`src/rtl/muldiv_if.sv`:
```
// Request/response bundle between the pipeline and the HI/LO multiply-divide unit.
interface muldiv_if #(
    parameter int WIDTH = 32
);
    logic             start;
    logic [1:0]       op;
    logic [WIDTH-1:0] a;
    logic [WIDTH-1:0] b;
    logic             cancel;
    logic             wr_hi;
    logic             wr_lo;
    logic [WIDTH-1:0] wr_data;
    logic             busy;
    logic             done;
    logic [WIDTH-1:0] hi;
    logic [WIDTH-1:0] lo;

    modport master (
        output start, op, a, b, cancel, wr_hi, wr_lo, wr_data,
        input  busy, done, hi, lo
    );

    modport slave (
        input  start, op, a, b, cancel, wr_hi, wr_lo, wr_data,
        output busy, done, hi, lo
    );
endinterface

```
`src/rtl/muldiv_unit.sv`:
```
// Iterative multiply/divide unit: one bit per cycle, sign-magnitude operands, HI/LO result registers.
//
// state | meaning
// IDLE  | waiting for start; HI/LO writable when not busy
// RUN   | WIDTH shift-add / restoring-divide steps
// FIX   | sign correction, result staged for commit on the following edge
module muldiv_unit #(
    parameter int WIDTH     = 32,
    parameter bit SIGNED_EN = 1'b1
) (
    input  logic     clk,
    input  logic     rst,
    muldiv_if.slave  bus
);
    localparam int CW = $clog2(WIDTH);

    typedef enum logic [1:0] {
        IDLE = 2'd0,
        RUN  = 2'd1,
        FIX  = 2'd2
    } state_t;

    state_t           state_q, state_d;
    logic [CW-1:0]    cnt_q, cnt_d;
    logic [WIDTH-1:0] acc_hi_q, acc_hi_d;
    logic [WIDTH-1:0] acc_lo_q, acc_lo_d;
    logic [WIDTH-1:0] mcand_q, mcand_d;
    logic             is_div_q, is_div_d;
    logic             dbz_q, dbz_d;
    logic             neg_q_q, neg_q_d;
    logic             neg_r_q, neg_r_d;
    logic [WIDTH-1:0] res_hi_q, res_hi_d;
    logic [WIDTH-1:0] res_lo_q, res_lo_d;
    logic             commit_q, commit_d;
    logic             busy_q, busy_d;
    logic             done_q, done_d;
    logic [WIDTH-1:0] hi_q, hi_d;
    logic [WIDTH-1:0] lo_q, lo_d;

    logic             signed_op;
    logic             a_neg, b_neg;
    logic [WIDTH-1:0] a_mag, b_mag;
    logic [WIDTH:0]   mul_sum;
    logic [WIDTH:0]   div_shift;
    logic             div_ge;
    logic [WIDTH-1:0] div_sub;
    logic [2*WIDTH-1:0] prod, prod_fix;

    always_comb begin
        signed_op = SIGNED_EN && !bus.op[0];
        a_neg     = signed_op && bus.a[WIDTH-1];
        b_neg     = signed_op && bus.b[WIDTH-1];
        a_mag     = a_neg ? (WIDTH'(0) - bus.a) : bus.a;
        b_mag     = b_neg ? (WIDTH'(0) - bus.b) : bus.b;

        mul_sum   = {1'b0, acc_hi_q} + {1'b0, (acc_lo_q[0] ? mcand_q : WIDTH'(0))};
        div_shift = {acc_hi_q, acc_lo_q[WIDTH-1]};
        div_ge    = div_shift >= {1'b0, mcand_q};
        // When the subtract succeeds the true remainder is below the divisor, so the low bits suffice
        div_sub   = div_shift[WIDTH-1:0] - mcand_q;

        prod      = {acc_hi_q, acc_lo_q};
        prod_fix  = neg_q_q ? ((2*WIDTH)'(0) - prod) : prod;
    end

    always_comb begin
        state_d  = state_q;
        cnt_d    = cnt_q;
        acc_hi_d = acc_hi_q;
        acc_lo_d = acc_lo_q;
        mcand_d  = mcand_q;
        is_div_d = is_div_q;
        dbz_d    = dbz_q;
        neg_q_d  = neg_q_q;
        neg_r_d  = neg_r_q;
        res_hi_d = res_hi_q;
        res_lo_d = res_lo_q;
        commit_d = 1'b0;
        done_d   = 1'b0;
        hi_d     = hi_q;
        lo_d     = lo_q;
        busy_d   = (state_q != IDLE) && !bus.cancel;

        if (!busy_q) begin
            if (bus.wr_hi) hi_d = bus.wr_data;
            if (bus.wr_lo) lo_d = bus.wr_data;
        end

        // Result lands one edge after FIX; a cancel in that window still kills it
        if (commit_q && !bus.cancel) begin
            hi_d   = res_hi_q;
            lo_d   = res_lo_q;
            done_d = 1'b1;
        end

        case (state_q)
            IDLE: begin
                if (bus.start && !bus.cancel && !busy_q) begin
                    state_d  = RUN;
                    cnt_d    = '0;
                    is_div_d = bus.op[1];
                    dbz_d    = bus.op[1] && (bus.b == '0);
                    neg_q_d  = a_neg ^ b_neg;
                    neg_r_d  = a_neg;
                    mcand_d  = bus.op[1] ? b_mag : a_mag;
                    acc_hi_d = '0;
                    acc_lo_d = bus.op[1] ? a_mag : b_mag;
                end
            end
            RUN: begin
                if (bus.cancel) begin
                    state_d = IDLE;
                end else begin
                    if (is_div_q) begin
                        acc_hi_d = div_ge ? div_sub : div_shift[WIDTH-1:0];
                        acc_lo_d = {acc_lo_q[WIDTH-2:0], div_ge};
                    end else begin
                        acc_hi_d = mul_sum[WIDTH:1];
                        acc_lo_d = {mul_sum[0], acc_lo_q[WIDTH-1:1]};
                    end
                    cnt_d = cnt_q + CW'(1);
                    if (cnt_q == CW'(WIDTH - 1)) state_d = FIX;
                end
            end
            FIX: begin
                state_d = IDLE;
                if (!bus.cancel) begin
                    commit_d = 1'b1;
                    if (is_div_q) begin
                        res_lo_d = dbz_q ? '1 : (neg_q_q ? (WIDTH'(0) - acc_lo_q) : acc_lo_q);
                        res_hi_d = neg_r_q ? (WIDTH'(0) - acc_hi_q) : acc_hi_q;
                    end else begin
                        res_hi_d = prod_fix[2*WIDTH-1:WIDTH];
                        res_lo_d = prod_fix[WIDTH-1:0];
                    end
                end
            end
            default: state_d = IDLE;
        endcase
    end

    always_ff @(posedge clk) begin
        if (!rst) begin
            state_q  <= IDLE;
            cnt_q    <= '0;
            acc_hi_q <= '0;
            acc_lo_q <= '0;
            mcand_q  <= '0;
            is_div_q <= 1'b0;
            dbz_q    <= 1'b0;
            neg_q_q  <= 1'b0;
            neg_r_q  <= 1'b0;
            res_hi_q <= '0;
            res_lo_q <= '0;
            commit_q <= 1'b0;
            busy_q   <= 1'b0;
            done_q   <= 1'b0;
            hi_q     <= '0;
            lo_q     <= '0;
        end else begin
            state_q  <= state_d;
            cnt_q    <= cnt_d;
            acc_hi_q <= acc_hi_d;
            acc_lo_q <= acc_lo_d;
            mcand_q  <= mcand_d;
            is_div_q <= is_div_d;
            dbz_q    <= dbz_d;
            neg_q_q  <= neg_q_d;
            neg_r_q  <= neg_r_d;
            res_hi_q <= res_hi_d;
            res_lo_q <= res_lo_d;
            commit_q <= commit_d;
            busy_q   <= busy_d;
            done_q   <= done_d;
            hi_q     <= hi_d;
            lo_q     <= lo_d;
        end
    end

    assign bus.busy = busy_q;
    assign bus.done = done_q;
    assign bus.hi   = hi_q;
    assign bus.lo   = lo_q;
endmodule

```
`src/flat_wrapper.sv`:
```
// flat-port wrapper written by rule: the top's interface ports become plain ports
module muldiv_unit_flat 
#(
    parameter int WIDTH     = 32,
    parameter bit SIGNED_EN = 1'b1
)
  (clk, rst, bus_start, bus_op, bus_a, bus_b, bus_cancel, bus_wr_hi, bus_wr_lo, bus_wr_data, bus_busy, bus_done, bus_hi, bus_lo);
  muldiv_if #(.WIDTH(WIDTH)) bus_i ();
  input  logic clk;
  input  logic rst;
  input wire logic [$bits(bus_i.start)-1:0] bus_start;
  input wire logic [$bits(bus_i.op)-1:0] bus_op;
  input wire logic [$bits(bus_i.a)-1:0] bus_a;
  input wire logic [$bits(bus_i.b)-1:0] bus_b;
  input wire logic [$bits(bus_i.cancel)-1:0] bus_cancel;
  input wire logic [$bits(bus_i.wr_hi)-1:0] bus_wr_hi;
  input wire logic [$bits(bus_i.wr_lo)-1:0] bus_wr_lo;
  input wire logic [$bits(bus_i.wr_data)-1:0] bus_wr_data;
  output wire logic [$bits(bus_i.busy)-1:0] bus_busy;
  output wire logic [$bits(bus_i.done)-1:0] bus_done;
  output wire logic [$bits(bus_i.hi)-1:0] bus_hi;
  output wire logic [$bits(bus_i.lo)-1:0] bus_lo;
  assign bus_i.start = bus_start;
  assign bus_i.op = bus_op;
  assign bus_i.a = bus_a;
  assign bus_i.b = bus_b;
  assign bus_i.cancel = bus_cancel;
  assign bus_i.wr_hi = bus_wr_hi;
  assign bus_i.wr_lo = bus_wr_lo;
  assign bus_i.wr_data = bus_wr_data;
  assign bus_busy = bus_i.busy;
  assign bus_done = bus_i.done;
  assign bus_hi = bus_i.hi;
  assign bus_lo = bus_i.lo;
  muldiv_unit #(.WIDTH(WIDTH), .SIGNED_EN(SIGNED_EN)) u_core (.clk(clk), .rst(rst), .bus(bus_i));
endmodule
```
`config.mk`:
```
export PLATFORM = sky130hd
export DESIGN_NAME = muldiv_unit_flat
export DESIGN_NICKNAME = d
export VERILOG_FILES = /design/src/rtl/muldiv_if.sv /design/src/rtl/muldiv_unit.sv /design/src/flat_wrapper.sv
export SDC_FILE = /design/constraint.sdc
export NUM_CORES = 1
export LEC_CHECK = 0
export CAP_MARGIN = 20
export CORE_ASPECT_RATIO = 1.5
export CORE_MARGIN = 2
export CORE_UTILIZATION = 43
export DETAILED_ROUTE_END_ITERATION = 12
export HOLD_SLACK_MARGIN = 0.05
export PLACE_DENSITY_LB_ADDON = 0.08
export SETUP_SLACK_MARGIN = 0.4
export SLEW_MARGIN = 20
export SYNTH_ARGS = -nofsm -noshare
export SYNTH_HDL_FRONTEND = slang
export SYNTH_SLANG_ARGS = --single-unit
```
`constraint.sdc`:
```
create_clock -name clk -period 3.7 [get_ports clk]
set_input_delay 0.74 -clock clk [delete_from_list [all_inputs] [get_ports clk]]
set_output_delay 0.74 -clock clk [all_outputs]
set_load 0.01 [all_outputs]
```
==> metrics, run 1 <==
IO buf count=169; ys flop type=dfxtp_1; Worst setup SP type=flop; Leak=0.00802 uW; Gate power share=23.6%; fillers=3,857; Avg Vias per Cell=5.99; Core Footprint=38,500 sq um; clock power share=38.1%; status=complete, no violations; share of cells above drive strength 1=8.75%; Remaining Overflow, GRT=0; worst-skew pair later-pin latency=0.57 ns; Async SR Flop Fraction=0%; Die Height=246 microns; ANT cells=0; # rows=88; crit-path max FO=31; PwrDens=355 nW/um^2; via count=16,900; worst ir drop on vdd=345 uV; Slew headroom=38.4%; Final min period=3.20 ns; Ports=170; Sw Share=31.3%; Synth Warn #=0; post-route setup TNS=0 ns; Cells after Synth=2,156; CTS sink count=238; CP endpoint kind=flop; syn_nets=2,332; Die X=165 microns; Setup CP Type=flop to flop; GPL Wtd Cong=0.955; Critical path origin=u_core.acc_lo_q[0]$_SDFFE_PN0P_; Max Cap Violations=0; crit path to=u_core.acc_hi_q[28]$_SDFFE_PN0P_; Reg clk slew, reported paths=0.07 ns; Seq/Total Area, Yosys=28.4%; die area=40,700 sq um; Reg2Reg Setup Slack=0.50 ns; Worst Skew=0.0191 ns; nets=2,478; worst r2r path cells=14; FF-to-FF End=u_core.acc_hi_q[28]$_SDFFE_PN0P_; Initial Utilization=43.5%; wire per inst=21.8 microns; DP Wirelength=46,700 microns; RSZ-0062 raised after global routing=yes; TritonCTS Buffers=27; WL final=61,300 microns; sequential power share=38.3%; Final Hold Fails=0; # H-tree levels=1; largest net degree at the start of global routing=181; Sw Pwr=2260 uW; syn_area_per_cell=7.78 sq um; initial antenna violation count=0; FF+latch count, synth=238; number of flops mapped to enable cells by yosys=0; Bufs on Longest Clock Path=3; worst min-delay path class=flop to flop; fmax=312 MHz; DR iter-0 viols=1,441; period utilization=86.6%; Final Instance Area=20,300 sq um; Syn-to-layout area delta=21.2%; Final Slew Violations=0; Netlist cell types=71; drt first pass iters=6; worst slew pin tran=0.924 ns; Area after DPL=19,300 sq um; post-route ant nets=0; Tot GR Track Use=29.3%; first-pass GRT wire length=92,600 microns; Final Setup Violations=0; root buf cell=clkbuf_16; CTS tree=built; WP data required=4.15 ns; Worst EP arrival=3.66 ns; Post-Syn Area=16,800 sq um; number of global-route vias before repair=16,000; RR Startpoint=u_core.acc_lo_q[0]$_SDFFE_PN0P_; Int Power=4960 uW; DRC viols=0
cells by family (layout without fill, tap and decap cells):
logic type | count (synthesis) | after routing | synth area share [%]
adder cells (fa/ha/maj) | 72 | 72 | 5.46
AO/OA/AOI/OAI | 738 | 738 | 28.9
buffers and inverters | 209 | 373 | 4.86
XOR/XNOR | 168 | 168 | 8.77
multiplexers | 86 | 86 | 5.17
AND/OR/NAND/NOR | 645 | 645 | 18.4
flip-flops | 238 | 238 | 28.4
per-stage QoR:
| step | hold WS (ns) | cells | utilization, % | total power (uW) | setup WS (ns) |
|---|---|---|---|---|---|
| 2_1_floorplan | 0.440 | 2156 | - | 3810 | 0.480 |
| 4_1_cts | 0.464 | 2813 | 52.4 | 7210 | 0.402 |
| 5_1_grt | 0.489 | 2815 | 52.8 | 7500 | 0.399 |
| 6_report | 0.461 | 2815 | 52.8 | 7230 | 0.497 |
| 3_5_place_dp | 0.457 | 2766 | 50.1 | 4460 | 0.188 |
| 3_3_place_gp | 0.456 | 2766 | 50.1 | 4460 | 0.245 |
worst max-delay path: stages (launching register included):
cell and delay [ns]:
dfxtp_1 0.33, inv_1 0.11, buf_12 0.19, nor2_1 0.06
ha_1 0.33, o211ai_1 0.12, o211ai_1 0.35, nor4b_2 0.29
buf_4 0.16, o21ai_2 0.09, o21ai_1 0.28, a211oi_2 0.12
nor3_1 0.17, and3b_1 0.22, a221o_1 0.26
layer usage:
layer	global-route usage (%)	share of wire (%)
met4	14.5	5.5
met3	2.88	4.7
met5	0	0
met2	51.6	49
met1	35.2	41
state kept, by name (all words and copies together), names as in the netlist, 2 cells and up:
signal and count:
u_core.acc_hi_q 32, u_core.acc_lo_q 32, u_core.bus.hi 32, u_core.bus.lo 32
u_core.cnt_q 5, u_core.mcand_q 32, u_core.res_hi_q 32, u_core.res_lo_q 32
u_core.state_q 2
cells in the final DEF, fill, tap and decap left out, types with 32 or more instances in the layout:
cell             instances
nand2_1                220
clkdlybuf4s50_1        167
mux2i_1                 81
a22oi_1                 71
dfxtp_1                236
xnor2_1                 87
xor2_1                  81
nor2b_1                 32
ha_1                    69
nand3_1                 44
o211ai_1                53
nor3_1                  38
nor2_1                 155
a21oi_1                171
inv_1                   64
a21boi_0                77
buf_4                   87
o21ai_0                162
cell type report:
| cell class | instances | area (sq um) | share of cell area (%) |
|---|---|---|---|
| clock buffers | 33 | 738 | 3.63 |
| clock inverters | 14 | 150 | 0.738 |
| inverters | 64 | 240 | 1.18 |
| multi-input cells | 1709 | 11400 | 55.8 |
| flip-flops and latches | 238 | 4770 | 23.4 |
| well taps | 495 | 619 | 3.04 |
| repair buffers | 262 | 2470 | 12.2 |
power by group through the flow:
stage	Clock, uW	Combinational [uW]	Sequential, uW
2_1_floorplan	0	1010	2800
6_report	2750	1700	2770
5_1_grt	2880	1840	2780
3_3_place_gp	0	1640	2820
4_1_cts	2790	1650	2770
3_5_place_dp	0	1640	2820
how the worst min path moves through the flow:
stage                                                start                                to  slack, ns  cells past startpoint
after floorplan           u_core.res_hi_q[23]$_SDFFE_PN0P_  u_core.res_hi_q[23]$_SDFFE_PN0P_       0.44                      2
after global placement     u_core.mcand_q[25]$_SDFFE_PN0P_   u_core.mcand_q[25]$_SDFFE_PN0P_       0.46                      2
after detailed placement   u_core.mcand_q[23]$_SDFFE_PN0P_   u_core.mcand_q[23]$_SDFFE_PN0P_       0.46                      2
after CTS                  u_core.mcand_q[23]$_SDFFE_PN0P_   u_core.mcand_q[23]$_SDFFE_PN0P_       0.46                      2
after global routing       u_core.mcand_q[23]$_SDFFE_PN0P_   u_core.mcand_q[23]$_SDFFE_PN0P_       0.49                      2
final                      u_core.mcand_q[23]$_SDFFE_PN0P_   u_core.mcand_q[23]$_SDFFE_PN0P_       0.46                      2
synthesized netlist by cell type (6+ instances only):
library cell	instances	area share, %
a31oi_1	19	0.71
dfxtp_1	238	28
nand2_1	220	4.9
a22oi_1	71	3.2
a21o_1	25	1.1
nand4_1	13	0.48
and2_1	29	1.1
o211ai_1	53	2.4
o41ai_1	16	0.83
or4_1	9	0.40
a21boi_0	77	3.4
clkbuf_1	120	2.7
o21a_1	13	0.58
nand2b_1	12	0.45
o21ai_0	165	4.9
o211a_1	26	1.6
a311o_1	6	0.36
nor4_1	15	0.56
a21oi_1	174	5.2
o31ai_1	22	0.98
a221o_1	8	0.48
mux2i_1	81	4.8
nor2b_1	34	1.3
a211o_1	6	0.31
inv_1	64	1.4
buf_1	15	0.34
ha_1	70	5.2
and3_1	17	0.63
nor3_1	40	1.2
a211oi_1	15	0.67
or3_1	17	0.63
xor2_1	81	4.2
o21bai_1	6	0.27
nand3_1	45	1.3
buf_2	7	0.21
nor2_1	158	3.5
xnor2_1	87	4.5
repair_timing:
action                     in CTS  in global routing
gates cloned                    0                  1
gates resized for setup         2                 26
setup endpoints to repair       3                 28
hold buffers                    0                  0
pin swaps                       0                  6
buffers inserted                0                  1
Note: power is estimated with default switching activity, not from simulation.
==> inputs of run 2 (changes only) <==
GPL_ROUTABILITY_DRIVEN = 0   (was unset)
SKIP_CTS_REPAIR_TIMING = 1   (was unset)
==> run 2 against run 1 <==
Setup slack worse by 0.072 ns; count of clock-buffer cells in the layout fell by 3; utilization barely moved; sequential power about the same.
==> metrics, run 2 (same netlist as run 1, synthesis figures left out) <==
status=complete, no violations (unchanged); worst ir drop on vdd=327 uV (was 345 uV); Final Hold Fails=0 (unchanged); post-route ant nets=0 (unchanged); crit path to=u_core.acc_hi_q[31]$_SDFFE_PN0P_ (was u_core.acc_hi_q[28]$_SDFFE_PN0P_); Max Cap Violations=0 (unchanged); sequential power share=38.9% (was 38.3%); largest net degree at the start of global routing=91 (was 181); die area=40,700 sq um (unchanged); Final Non-Filler Cells=2,813 (was 2,815); CTS sink count=238 (unchanged); WHS=0.463 ns (was 0.461 ns); Critical path origin=u_core.mcand_q[0]$_SDFFE_PN0P_ (was u_core.acc_lo_q[0]$_SDFFE_PN0P_); # H-tree levels=1 (unchanged); Final min period=3.27 ns (was 3.20 ns); Ports=170 (unchanged); DR iter-0 viols=1,318 (was 1,441); worst min-delay path class=flop to flop (unchanged); share of cells above drive strength 1=9.02% (was 8.75%); root buf cell=clkbuf_16 (unchanged); initial antenna violation count=1 (was 0); Gate power share=23.5% (was 23.6%); drt first pass iters=5 (was 6); Sw Pwr=2180 uW (was 2260 uW); Die X=165 microns (unchanged); IO buf count=169 (unchanged); # rows=88 (unchanged); Core Footprint=38,500 sq um (unchanged); Tot GR Track Use=28.9% (was 29.3%); via count=16,900 (about the same); TritonCTS Buffers=25 (was 27); clock power share=37.6% (was 38.1%); CTS tree=built (unchanged); wire per inst=21.5 microns (was 21.8 microns); DP Wirelength=46,300 microns (was 46,700 microns); period utilization=88.5% (was 86.6%); worst r2r path cells=15 (was 14); FF-to-FF End=u_core.acc_hi_q[31]$_SDFFE_PN0P_ (was u_core.acc_hi_q[28]$_SDFFE_PN0P_); multi-input logic area=11,400 sq um (about the same); Initial Utilization=43.5% (unchanged); Sw Share=30.7% (was 31.3%); RR Startpoint=u_core.mcand_q[0]$_SDFFE_PN0P_ (was u_core.acc_lo_q[0]$_SDFFE_PN0P_); DRC viols=0 (unchanged); PwrDens=350 nW/um^2 (was 355 nW/um^2); Avg Vias per Cell=6.02 (was 5.99); sequential standard cell area=4770 sq um (about the same); Placed Cells=2,764 (was 2,766); WP data required=4.16 ns (was 4.15 ns); CP endpoint kind=flop (unchanged); WHS Path Cells=2 (unchanged); WL final=60,500 microns (was 61,300 microns); worst-skew pair later-pin latency=0.55 ns (was 0.57 ns); number of global-route vias before repair=16,300 (was 16,000); nets=2,479 (was 2,478); worst slew pin tran=0.905 ns (was 0.924 ns); Worst EP arrival=3.73 ns (was 3.66 ns); most common cell after layout, fill and taps aside=dfxtp_1 (unchanged); Final Slew Violations=0 (unchanged); Setup CP Type=flop to flop (unchanged); fmax=305 MHz (was 312 MHz); fillers=3,756 (was 3,857); most frequent cells in the layout=234 x dfxtp_1, 220 x nand2_1, 168 x a21oi_1 (was 236 x dfxtp_1, 220 x nand2_1, 171 x a21oi_1); Die Height=246 microns (unchanged); Reg2Reg Setup Slack=0.43 ns (was 0.50 ns); first-pass GRT wire length=91,700 microns (was 92,600 microns); Int Power=4940 uW (was 4960 uW); Syn-to-layout area delta=21.3% (was 21.2%); Bufs on Longest Clock Path=3 (unchanged); post-route setup TNS=0 ns (unchanged); Reg clk slew, reported paths=0.07 ns (about the same); Worst Skew=0.00975 ns (was 0.0191 ns); Final Setup Violations=0 (unchanged); Leak=0.00804 uW (was 0.00802 uW); crit-path max FO=5 (was 31); Remaining Overflow, GRT=0 (unchanged); Slew headroom=39.7% (was 38.4%); RSZ-0062 raised after global routing=yes (unchanged); Worst setup SP type=flop (unchanged)
-- run 2: changes by cell type in the layout (fill, tap and decap cells not counted), moves of 3 or more --
cell	previous run	this run
clkinvlp_4	5	1
a21oi_1	171	168
a21oi_2	4	7
clkbuf_16	28	25
o21ai_1	7	4
-- run 2: worst max-delay path: stages, from the launching register on --
cell and delay (ns):
dfxtp_1 0.40, and2_1 0.15, ha_1 0.19, inv_1 0.07, fa_1 0.39, nor2b_1 0.18, o21a_1 0.15, o21a_1 0.17
o21a_4 0.21, o41ai_2 0.08, buf_4 0.16, o31ai_2 0.24, buf_4 0.18, a21oi_1 0.08, a31o_2 0.25, a211oi_1 0.24
-- run 2: layer usage --
metal / up-vias / wire length [microns] / track usage, % / share of wire, %
met2: 561 / 30200 / 51.9 / 50
met5: - / 9 / 0 / 0.015
li1: 8106 / - / - / -
met3: 141 / 2850 / 2.41 / 4.7
met4: 2 / 3080 / 13.8 / 5.1
met1: 8112 / 24400 / 34.4 / 40
-- run 2: power groups by stage --
stage | combinational [uW] | sequential [uW] | clock (uW)
3_5_place_dp | 1630 | 2830 | 0
6_report | 1670 | 2770 | 2680
4_1_cts | 1640 | 2770 | 2740
2_1_floorplan | 1010 | 2800 | 0
3_3_place_gp | 1620 | 2820 | 0
5_1_grt | 1810 | 2790 | 2820
-- run 2: per-stage QoR --
stage	power [uW]	cell area [sq um]	utilization (%)	setup WS (ns)
6_report	7130	20400	52.8	0.425
3_3_place_gp	4440	19300	50.1	0.191
5_1_grt	7420	20400	52.8	0.265
4_1_cts	7140	20200	52.3	0.370
3_5_place_dp	4460	19300	50.1	0.159
2_1_floorplan	3810	16800	-	0.480
-- run 2: worst min-delay path by stage --
stage	startpoint	to	slack, ns
global route	u_core.mcand_q[23]$_SDFFE_PN0P_	u_core.mcand_q[23]$_SDFFE_PN0P_	0.49
finish	u_core.mcand_q[23]$_SDFFE_PN0P_	u_core.mcand_q[23]$_SDFFE_PN0P_	0.46
global placement	u_core.mcand_q[18]$_SDFFE_PN0P_	u_core.mcand_q[18]$_SDFFE_PN0P_	0.45
CTS	u_core.mcand_q[12]$_SDFFE_PN0P_	u_core.mcand_q[12]$_SDFFE_PN0P_	0.47
floorplan	u_core.res_hi_q[23]$_SDFFE_PN0P_	u_core.res_hi_q[23]$_SDFFE_PN0P_	0.44
detailed placement	u_core.mcand_q[23]$_SDFFE_PN0P_	u_core.mcand_q[23]$_SDFFE_PN0P_	0.46
-- run 2: area by class of cell --
| cell class | instances | share of cell area [%] |
|---|---|---|
| diodes | 1 | 0.0123 |
| well taps | 495 | 3.04 |
| inverters | 64 | 1.18 |
| flip-flops and latches | 238 | 23.4 |
| multi-input cells | 1709 | 55.9 |
| clock buffers | 30 | 3.41 |
| clock inverters | 11 | 0.780 |
| repair buffers | 265 | 12.3 |
==> inputs of run 3 (changes only) <==
TNS_END_PERCENT = 10   (was unset)
==> run 3 against run 2 <==
Register-to-register slack hardly changed; largest power group unchanged; critical path type unchanged; count of clock-buffer cells in the layout unchanged; first-iteration DRC count increased by 2.9%; critical path depth unchanged; die area unchanged; non-clock buffer count shrank 3; clock skew barely moved.
==> metrics, run 3 (same netlist as run 1, synthesis figures left out) <==
# rows=88 (unchanged); DR iter-0 viols=1,356 (was 1,318); post-route ant nets=0 (unchanged); number of global-route vias before repair=16,300 (unchanged); crit path to=u_core.acc_hi_q[25]$_SDFFE_PN0P_ (was u_core.acc_hi_q[31]$_SDFFE_PN0P_); Max Cap Violations=0 (unchanged); Die Height=246 microns (unchanged); Final Setup Violations=0 (unchanged); worst r2r path cells=15 (unchanged); WL final=60,500 microns (about the same); drt first pass iters=5 (unchanged); Die X=165 microns (unchanged); IO buf count=169 (unchanged); Leak=0.00802 uW (was 0.00804 uW); CTS tree=built (unchanged); FF-to-FF End=u_core.acc_hi_q[25]$_SDFFE_PN0P_ (was u_core.acc_hi_q[31]$_SDFFE_PN0P_); Critical path origin=u_core.acc_lo_q[0]$_SDFFE_PN0P_ (was u_core.mcand_q[0]$_SDFFE_PN0P_); WP data required=4.13 ns (was 4.16 ns); Syn-to-layout area delta=21.0% (was 21.3%); fmax=306 MHz (was 305 MHz); Core Footprint=38,500 sq um (unchanged); Post-Place Setup Slack=0.159 ns (unchanged); Worst Skew=0.00967 ns (was 0.00975 ns); worst slew pin tran=0.901 ns (was 0.905 ns); nets=2,476 (was 2,479); wire per inst=21.5 microns (about the same); worst-skew pair later-pin latency=0.56 ns (was 0.55 ns); first-pass GRT wire length=91,700 microns (unchanged); DRC viols=0 (unchanged); Reg2Reg Setup Slack=0.43 ns (about the same); Bufs on Longest Clock Path=3 (unchanged); CP endpoint kind=flop (unchanged); # H-tree levels=1 (unchanged); most common cell after layout, fill and taps aside=dfxtp_1 (unchanged); share of cells above drive strength 1=8.56% (was 9.02%); crit-path max FO=17 (was 5); worst ir drop on vdd=327 uV (about the same); RSZ-0062 raised after global routing=yes (unchanged); Worst setup SP type=flop (unchanged); status=complete, no violations (unchanged); Worst EP arrival=3.70 ns (was 3.73 ns); die area=40,700 sq um (unchanged); CTS sink count=238 (unchanged); WHS=0.466 ns (was 0.463 ns); Final Hold Fails=0 (unchanged); RR Startpoint=u_core.acc_lo_q[0]$_SDFFE_PN0P_ (was u_core.mcand_q[0]$_SDFFE_PN0P_); Final min period=3.27 ns (about the same); root buf cell=clkbuf_16 (unchanged); slack of the critical path=0.430 ns (was 0.425 ns); Final Slew Violations=0 (unchanged); Remaining Overflow, GRT=0 (unchanged); via count=16,900 (about the same); Setup CP Type=flop to flop (unchanged); Slew headroom=39.9% (was 39.7%); period utilization=88.4% (was 88.5%); TritonCTS Buffers=25 (unchanged); largest net degree at the start of global routing=91 (unchanged); initial antenna violation count=1 (unchanged); WHS Path Cells=2 (unchanged); Initial Utilization=43.5% (unchanged); PwrDens=350 nW/um^2 (about the same); most frequent cells in the layout=235 x dfxtp_1, 220 x nand2_1, 169 x a21oi_1 (was 234 x dfxtp_1, 220 x nand2_1, 168 x a21oi_1); Avg Vias per Cell=6.01 (was 6.02); Reg clk slew, reported paths=0.06 ns (was 0.07 ns); Ports=170 (unchanged); post-route setup TNS=0 ns (unchanged); worst min-delay path class=flop to flop (unchanged); Tot GR Track Use=28.9% (unchanged); DP Wirelength=46,300 microns (unchanged)
-- run 3: layer usage --
layer	part of all wire [%]	vias to the layer above	track usage, %
li1	-	8101	-
met1	40	8074	34.4
met2	50	577	51.9
met3	4.6	137	2.41
met4	5.0	2	13.8
met5	0.021	-	0
-- run 3: power by group --
part,internal (uW),switching (uW),total (uW)
Combinational,720,941,1660
Clock,1550,1130,2680
Sequential,2660,113,2770
Total,4930,2180,7110
-- run 3: critical path, stage by stage, from the launching register on --
cell	delay (ns)
dfxtp_1	0.36
inv_1	0.09
buf_12	0.16
nor2_1	0.10
ha_1	0.28
nor2b_1	0.16
o21a_1	0.18
o21a_1	0.21
o21a_4	0.27
o41ai_2	0.27
buf_4	0.20
o31ai_2	0.07
buf_4	0.15
a311o_1	0.34
a32oi_1	0.19
o21ai_0	0.11
-- run 3: area by class of cell --
| cell class | count | area (sq um) |
|---|---|---|
| diodes | 1 | 2.50 |
| clock buffers | 30 | 694 |
| clock inverters | 11 | 159 |
| fillers | 3764 | 18200 |
| inverters | 64 | 240 |
| multi-input cells | 1709 | 11400 |
| flip-flops and latches | 238 | 4770 |
| well taps | 495 | 619 |
| repair buffers | 262 | 2470 |
-- run 3: how the worst min path moves through the flow --
stage	slack (ns)	from	to
after floorplan	0.44	u_core.res_hi_q[23]$_SDFFE_PN0P_	u_core.res_hi_q[23]$_SDFFE_PN0P_
after detailed placement	0.46	u_core.mcand_q[23]$_SDFFE_PN0P_	u_core.mcand_q[23]$_SDFFE_PN0P_
after global placement	0.45	u_core.mcand_q[18]$_SDFFE_PN0P_	u_core.mcand_q[18]$_SDFFE_PN0P_
after CTS	0.47	u_core.mcand_q[12]$_SDFFE_PN0P_	u_core.mcand_q[12]$_SDFFE_PN0P_
after global routing	0.49	u_core.mcand_q[23]$_SDFFE_PN0P_	u_core.mcand_q[23]$_SDFFE_PN0P_
final	0.47	u_core.mcand_q[23]$_SDFFE_PN0P_	u_core.mcand_q[23]$_SDFFE_PN0P_
-- run 3: through the flow --
stage / utilization, % / total power (uW) / instance area, sq um / cells
2_1_floorplan: - / 3810 / 16800 / 2156
3_3_place_gp: 50.1 / 4440 / 19300 / 2764
3_5_place_dp: 50.1 / 4460 / 19300 / 2764
4_1_cts: 52.3 / 7140 / 20200 / 2805
5_1_grt: 52.7 / 7400 / 20300 / 2809
6_report: 52.7 / 7110 / 20300 / 2810
